<file path="config.mk">
export PLATFORM = sky130hd
export DESIGN_NAME = fan_pwm_driver
export DESIGN_NICKNAME = d
export VERILOG_FILES = /design/src/rtl/fan_pwm_driver.sv
export SDC_FILE = /design/constraint.sdc
export NUM_CORES = 1
export LEC_CHECK = 0
export ABC_CLOCK_PERIOD_IN_PS = 3500
export BUFFER_PORTS_ARGS = -buffer_cell sky130_fd_sc_hd__buf_4
export CAP_MARGIN = 10
export CORE_MARGIN = 1.5
export CORE_UTILIZATION = 29
export CTS_CLUSTER_SIZE = 40
export DETAILED_ROUTE_END_ITERATION = 6
export GPL_TIMING_DRIVEN = 0
export SYNTH_ARGS = -nofsm -noshare
export SYNTH_HDL_FRONTEND = slang
export SYNTH_SLANG_ARGS = --single-unit
</file>
<file path="constraint.sdc">
create_clock -name clk -period 3.5 [get_ports clk]
set_input_delay 0.35 -clock clk [delete_from_list [all_inputs] [get_ports clk]]
set_output_delay 0.35 -clock clk [all_outputs]
set_load 0.02 [all_outputs]
</file>
<file path="src/rtl/fan_pwm_driver.sv">
// rtl/fan_pwm_driver.sv - saturating PID-to-PWM fan output stage with kick-start
// Duty updates are latched at PWM period boundaries only; a stopped fan is kicked at 100%.
module fan_pwm_driver #(
  parameter int PID_BITWIDTH  = 5,
  parameter int DUTY_BITWIDTH = 4,
  parameter int CLK_DIV       = 3,
  parameter int MIN_DUTY      = 3,
  parameter int KICK_PERIODS  = 4
) (
  input  logic                            clk,
  input  logic                            rst_n,
  input  logic                            ena,
  input  logic signed [PID_BITWIDTH-1:0]  pid_val,
  input  logic                            pid_valid,
  output logic                            pwm_out,
  output logic [DUTY_BITWIDTH-1:0]        duty_out,
  output logic                            kick_active,
  output logic                            period_start
);

  localparam int PRE_W = (CLK_DIV > 1) ? $clog2(CLK_DIV) : 1;
  localparam int KC_W  = (KICK_PERIODS > 1) ? $clog2(KICK_PERIODS) : 1;
  localparam logic [PRE_W-1:0]         PRE_MAX   = PRE_W'(CLK_DIV - 1);
  localparam logic [DUTY_BITWIDTH-1:0] DUTY_MAX  = '1;
  localparam logic [KC_W-1:0]          KICK_LOAD = KC_W'(KICK_PERIODS - 1);
  localparam logic [31:0]              SAT_HI    = 32'((2 ** DUTY_BITWIDTH) - 1);
  localparam logic [31:0]              SAT_LO    = 32'(MIN_DUTY);

  typedef enum logic [1:0] {
    ST_STOP = 2'd0,
    ST_KICK = 2'd1,
    ST_RUN  = 2'd2
  } state_t;

  state_t                     r_state;
  state_t                     w_state_next;
  logic [PRE_W-1:0]           r_presc;
  logic [DUTY_BITWIDTH-1:0]   r_slot;
  logic [DUTY_BITWIDTH-1:0]   r_shadow;
  logic [DUTY_BITWIDTH-1:0]   r_duty;
  logic [DUTY_BITWIDTH-1:0]   w_duty_next;
  logic [KC_W-1:0]            r_kick_cnt;
  logic [KC_W-1:0]            w_kick_next;
  logic                       r_pwm;
  logic                       r_ps;
  logic                       w_pwm_next;
  logic                       w_tick;
  logic                       w_boundary;
  logic [31:0]                w_pid_mag;
  logic [DUTY_BITWIDTH-1:0]   w_sat;

  assign w_tick     = (r_presc == PRE_MAX);
  assign w_boundary = w_tick && (r_slot == DUTY_MAX);

  // Magnitude of a non-negative request; the sign bit is handled separately.
  assign w_pid_mag = 32'(pid_val[PID_BITWIDTH-2:0]);

  always_comb begin
    w_sat = '0;
    if (pid_val[PID_BITWIDTH-1]) begin
      w_sat = '0;
    end else if (w_pid_mag > SAT_HI) begin
      w_sat = DUTY_MAX;
    end else if ((w_pid_mag != 32'd0) && (w_pid_mag < SAT_LO)) begin
      w_sat = DUTY_BITWIDTH'(MIN_DUTY);
    end else begin
      w_sat = DUTY_BITWIDTH'(w_pid_mag);
    end
  end

  always_comb begin
    w_state_next = r_state;
    w_kick_next  = r_kick_cnt;
    w_duty_next  = r_duty;
    if (w_boundary) begin
      case (r_state)
        ST_STOP: begin
          if (r_shadow != '0) begin
            w_state_next = ST_KICK;
            w_kick_next  = KICK_LOAD;
          end
        end
        ST_KICK: begin
          if (r_kick_cnt != '0) begin
            w_kick_next = r_kick_cnt - KC_W'(1);
          end else if (r_shadow == '0) begin
            w_state_next = ST_STOP;
            w_duty_next  = '0;
          end else begin
            w_state_next = ST_RUN;
            w_duty_next  = r_shadow;
          end
        end
        ST_RUN: begin
          if (r_shadow == '0) begin
            w_state_next = ST_STOP;
            w_duty_next  = '0;
          end else begin
            w_duty_next = r_shadow;
          end
        end
        default: begin
          w_state_next = ST_STOP;
          w_duty_next  = '0;
        end
      endcase
    end
  end

  always_comb begin
    w_pwm_next = 1'b0;
    case (r_state)
      ST_KICK: w_pwm_next = 1'b1;
      ST_RUN:  w_pwm_next = (r_slot < r_duty);
      default: w_pwm_next = 1'b0;
    endcase
  end

  always_ff @(posedge clk) begin
    if (!rst_n) begin
      r_state    <= ST_STOP;
      r_presc    <= '0;
      r_slot     <= '0;
      r_shadow   <= '0;
      r_duty     <= '0;
      r_kick_cnt <= '0;
      r_pwm      <= 1'b0;
      r_ps       <= 1'b0;
    end else if (ena) begin
      r_presc    <= w_tick ? '0 : r_presc + PRE_W'(1);
      if (w_tick) begin
        r_slot <= r_slot + DUTY_BITWIDTH'(1);
      end
      r_state    <= w_state_next;
      r_kick_cnt <= w_kick_next;
      r_duty     <= w_duty_next;
      r_pwm      <= w_pwm_next;
      r_ps       <= w_boundary;
      // The boundary decision above sees the pre-update shadow value.
      if (pid_valid) begin
        r_shadow <= w_sat;
      end
    end
  end

  // Registered outputs hold while disabled and are masked so the pin stays low.
  assign pwm_out      = r_pwm & ena;
  assign period_start = r_ps & ena;
  assign kick_active  = (r_state == ST_KICK);

  always_comb begin
    duty_out = '0;
    case (r_state)
      ST_KICK: duty_out = DUTY_MAX;
      ST_RUN:  duty_out = r_duty;
      default: duty_out = '0;
    endcase
  end

endmodule

</file>
; ---- Word level (Yosys, flattened, before mapping)
; Cells that the tools add are included.
[op_classes]
reduce_logical = 13
n_eq_ne = 8
mux = 17
n_lt_le_gt_ge = 3
n_addsub = 3
bitwise_logic = 3
[op_table]
columns = op, count
row1 = $reduce_bool A32 Y1, 1
row2 = $mux W4, 5
row3 = $mux W2, 7
row4 = $pmux W4 S3, 1
row5 = $reduce_and A5 Y1, 2
row6 = $pmux W4 S2, 1
row7 = $ne A2 B2 Y1 const B, 3
row8 = $pmux W2 S3, 1
row9 = $add A4 B1 Y4 const B, 1
row10 = $eq A2 B2 Y1 const B, 2
row11 = $eq A4 B4 Y1 const B, 1
row12 = $gt A4 B4 Y1 const B, 1
row13 = $logic_not A4 Y1, 1
row14 = $lt A4 B2 Y1 const B, 1
row15 = $lt A4 B4 Y1, 1
row16 = $pmux W2 S2, 1
row17 = $reduce_and A2 Y1, 2
row18 = $reduce_and A4 Y1, 1
row19 = $reduce_bool A2 Y1, 2
row20 = $reduce_bool A4 Y1, 1
row21 = $add A2 B1 Y2 const B, 1
row22 = $and A1 B1 Y1, 2
row23 = $eq A2 B1 Y1 const B, 1
row24 = $logic_and A1 B1 Y1, 2
row25 = 5 further kinds, 5
[totals]
ff_bits = 20
wordCells = 55

; ---- Depth between registers and ports, before layout
[depth]
depth_word = 5
mapped_depth = 7

; ---- Least setup slack after synthesis
; No wires, ideal clock.
[synth_timing]
kind = register to output
start = reg r_state[1]
end = out duty_out[0]
stages_incl_launch_ff = 6
slack_ns = 1.821
required_time_ns = 3.150
arrival_ns = 1.329
path_cell_list = dfxtp_1 > inv_1 > ha_1 > clkbuf_1 > a21oi_1 > nor2b_1
[synth_between]
elab_chain_cells = 2
word_cells_on_any_way = 3
cone_classes = eq/ne: 2 / mux: 1
[synth_rtl]
columns = item, line_no
row1 = from (decl), 35  ; state_t r_state;
row2 = from (signal assigned), 134  ; r_state <= w_state_next;
row3 = $eq A2 B1 Y1, --
row4 = net kick_active, 17  ; output logic kick_active,
row5 = $pmux W4 S2, 153  ; case (r_state)
row6 = to (decl), 16  ; output logic [DUTY_BITWIDTH-1:0] duty_out,
; The timed path passes the listed nets, and every way through them passes these cells.

; ---- Worst setup path after layout
[layout_timing]
start = reg r_state[1]
end = out duty_out[0]
[layout_between]
elab_chain_cells = 2
word_cells_on_any_way = 3
cone_classes = eq/ne: 2 / mux: 1
[layout_rtl]
columns = item, line_no
row1 = $eq A2 B2 Y1 / $eq A2 B1 Y1 (equally long branches), 153
row2 = $pmux W4 S2 (*), 153
; Mark *: on every way between the ends. The rest lies on a longest branch, timed or not.

==> results.ini <==
[floorplanning]
start_util = 0.3054
core_um2 = 3716
die_h_um = 65.56
fp-row-count = 22
dieArea_um2 = 4297
io_pins = 16
fp.dieW_um = 65.56

[detailed_routing]
drc = 0
drtIter0Drc = 42
vias = 966
antenna_left = 0
detail_route.vias_per_cell = 4.904
drt-pass1-iter-count = 6
routed_wl_mm = 2.290
wl_per_cell_um = 11.62

[clock_network]
cts_tree = done
clk_latency_ns = 0.26
htreeDepth = 1
root_buffer = clkbuf_8
postCtsSetupBuffers = 0
cts_resized = 0
clock_tree.buffer_depth = 2
clock-sinks = 20
clkTransAtPathRegs_ns = 0.07
cts_hold_buf = 0
cts_buffers = 3

[placed_design]
io_buffers = 14
place.gp.congestion = 0.8336
hpwl_mm = 1.769

[final_layout]
diodes = 0
fin_nets = 167
fillCellCount = 390
area_growth_pct = 20.84
drive_above_1_share = 0.1946
mostFrequentLayoutCells = a21oi_1, dfxtp_1, buf_4
mostFrequentLayoutCell = a21oi_1

[critical_path]
crit_chain = inv_1, ha_1, buf_1, nor2b_1, buf_4
cp.arrival_ns = 1.61
crit_path_end_kind = output pin
cp_slowest_cell = dfxtp_1
cpPeakStageDelay_ns = 0.36
crit_required_ns = 3.15
critPathLaunchType = flop
crit_family = buffers and inverters
crit_path_max_fanout = 9
crit_buf_inv = 3
r2r_slack_ns = 1.82
criticalPathCategory = reg -> out

[power]
power_density_nw_per_um2 = 361.6
power.leakage_nw = 0.4767
ir_drop_mv = 0.1533

[synth]
async_flop_share = 0
netlist_instances = 131
ys_types = 34
ys_warn_count = 0
synthMuxAreaShare = 0
synth_fp_nets = 148
synth_top_area_cell = dfxtp_1
synth_ff_type = dfxtp_1
synth_top_family_by_area = simple AND/OR/NAND/NOR gates
synth_area_leaders = dfxtp_1, a21oi_1, ha_1
avgSynthCellArea_um2 = 8.663
synth_fa_ha_area_frac = 0.08820
synth-simple-area-share = 0.3286
synth_compound_area_frac = 0.1687
synth-edff-count = 0
ys_ff_latch = 20
synth_top_area_share = 0.3528
yosysSeqAreaShare = 0.3528
synth-xor-area-share = 0.01544
synthesis.area_um2 = 1135

[global_route]
antenna_found_initial = 0
grt_pass1_vias = 841
grtUsageTotal = 0.1191
grt_max_degree = 13
grt_overflow = 0
grt_pass1_wl_mm = 3.905

[timing]
maxSlewViolCount = 0
fin_tns_setup_ns = 0
tightestPinTransition_ns = 0.4458
slew_headroom = 0.7022
period_share = 0.5586
grt_setup_unrepaired = no
hold_viol = 0
min_period_ns = 1.955
fmax_ghz = 0.5115
setup_viol = 0
whs_ns = 0.3636
fin_skew_ns = 0.007280

[worst_hold_path]
hold_class = in -> reg

[run]
drv_cap = 0

[run_status]
outcome = finished, final reports clean

==> registers in the layout (all words and copies together) (netlist names) <==
register and count:
r_state 2, r_ps 1, r_kick_cnt 2, r_presc 2, r_duty 4, r_slot 4, r_shadow 4, r_pwm 1
==> layer usage <==
layer	vias up	track usage	wire [um]
met1	443	0.1508	1052
li1	495	-	-
met4	0	0.08073	65
met5	-	0	0
met2	23	0.1849	1069
met3	5	0.01884	103
==> through the flow <==
step / std cells / setup WS (ns) / area [um2] / total power [mW] / utilization
floorplan: 131 / 1.821 / 1135 / 0.2570 / -
global placement: 193 / 1.841 / 1300 / 0.2676 / 0.3498
detailed placement: 193 / 1.814 / 1300 / 0.2691 / 0.3498
CTS: 197 / 1.515 / 1371 / 0.5041 / 0.3690
global route: 197 / 1.391 / 1371 / 0.5178 / 0.3690
finish: 197 / 1.545 / 1371 / 0.4959 / 0.3690
==> worst reg2reg max path: stages (launching register included) <==
cell and delay [ns]:
dfxtp_1 0.36, inv_1 0.07, ha_1 0.21, nor2b_1 0.21
or4_4 0.56, nand2_1 0.10, a21oi_1 0.06
==> cells in the mapped netlist, types with 2 or more instances <==
cell and instances:
a211oi_1 2, a21oi_1 23, and2_1 2, clkbuf_1 2, dfxtp_1 20, ha_1 8
inv_1 8, nand2_1 11, nand3_1 5, nand4_1 2, nor2_1 11, nor2b_1 7
nor3b_1 4, nor4_4 2, o21ai_0 3, or3_1 3
==> area by class of cell <==
cell class,instances,area [um2],area share
plain buffers,4,18.77,0.01369
clock buffers,3,41.29,0.03011
clock inverters,1,30.03,0.02190
inverters,9,33.78,0.02463
multi-input cells,98,681.9,0.4973
flip-flops and latches,20,400.4,0.2920
well taps,48,60.06,0.04380
repair buffers,14,105.1,0.07664
==> power breakdown <==
part / internal, mW / switching, mW
Clock: 0.153 / 0.0799
Sequential: 0.231 / 0.00417
Combinational: 0.0136 / 0.0149
Total: 0.397 / 0.0989
==> cells by family after synthesis <==
group,after synthesis
AOI/OAI and AO/OA,31
buffers and inverters,13
xor gates and xnor gates,2
DFF,20
and+or+nand+nor,57
adders and majority gates,8
==> worst paths after layout <==
check,startpoint,to,cells after the start
setup / recovery,r_state[1],duty_out[0],5
hold / removal,rst_n,r_state[1],2
hold reg to reg,r_duty[1],r_duty[1],2
setup reg to reg,r_state[1],r_duty[3],6
Power figures use the tool's default switching activity.
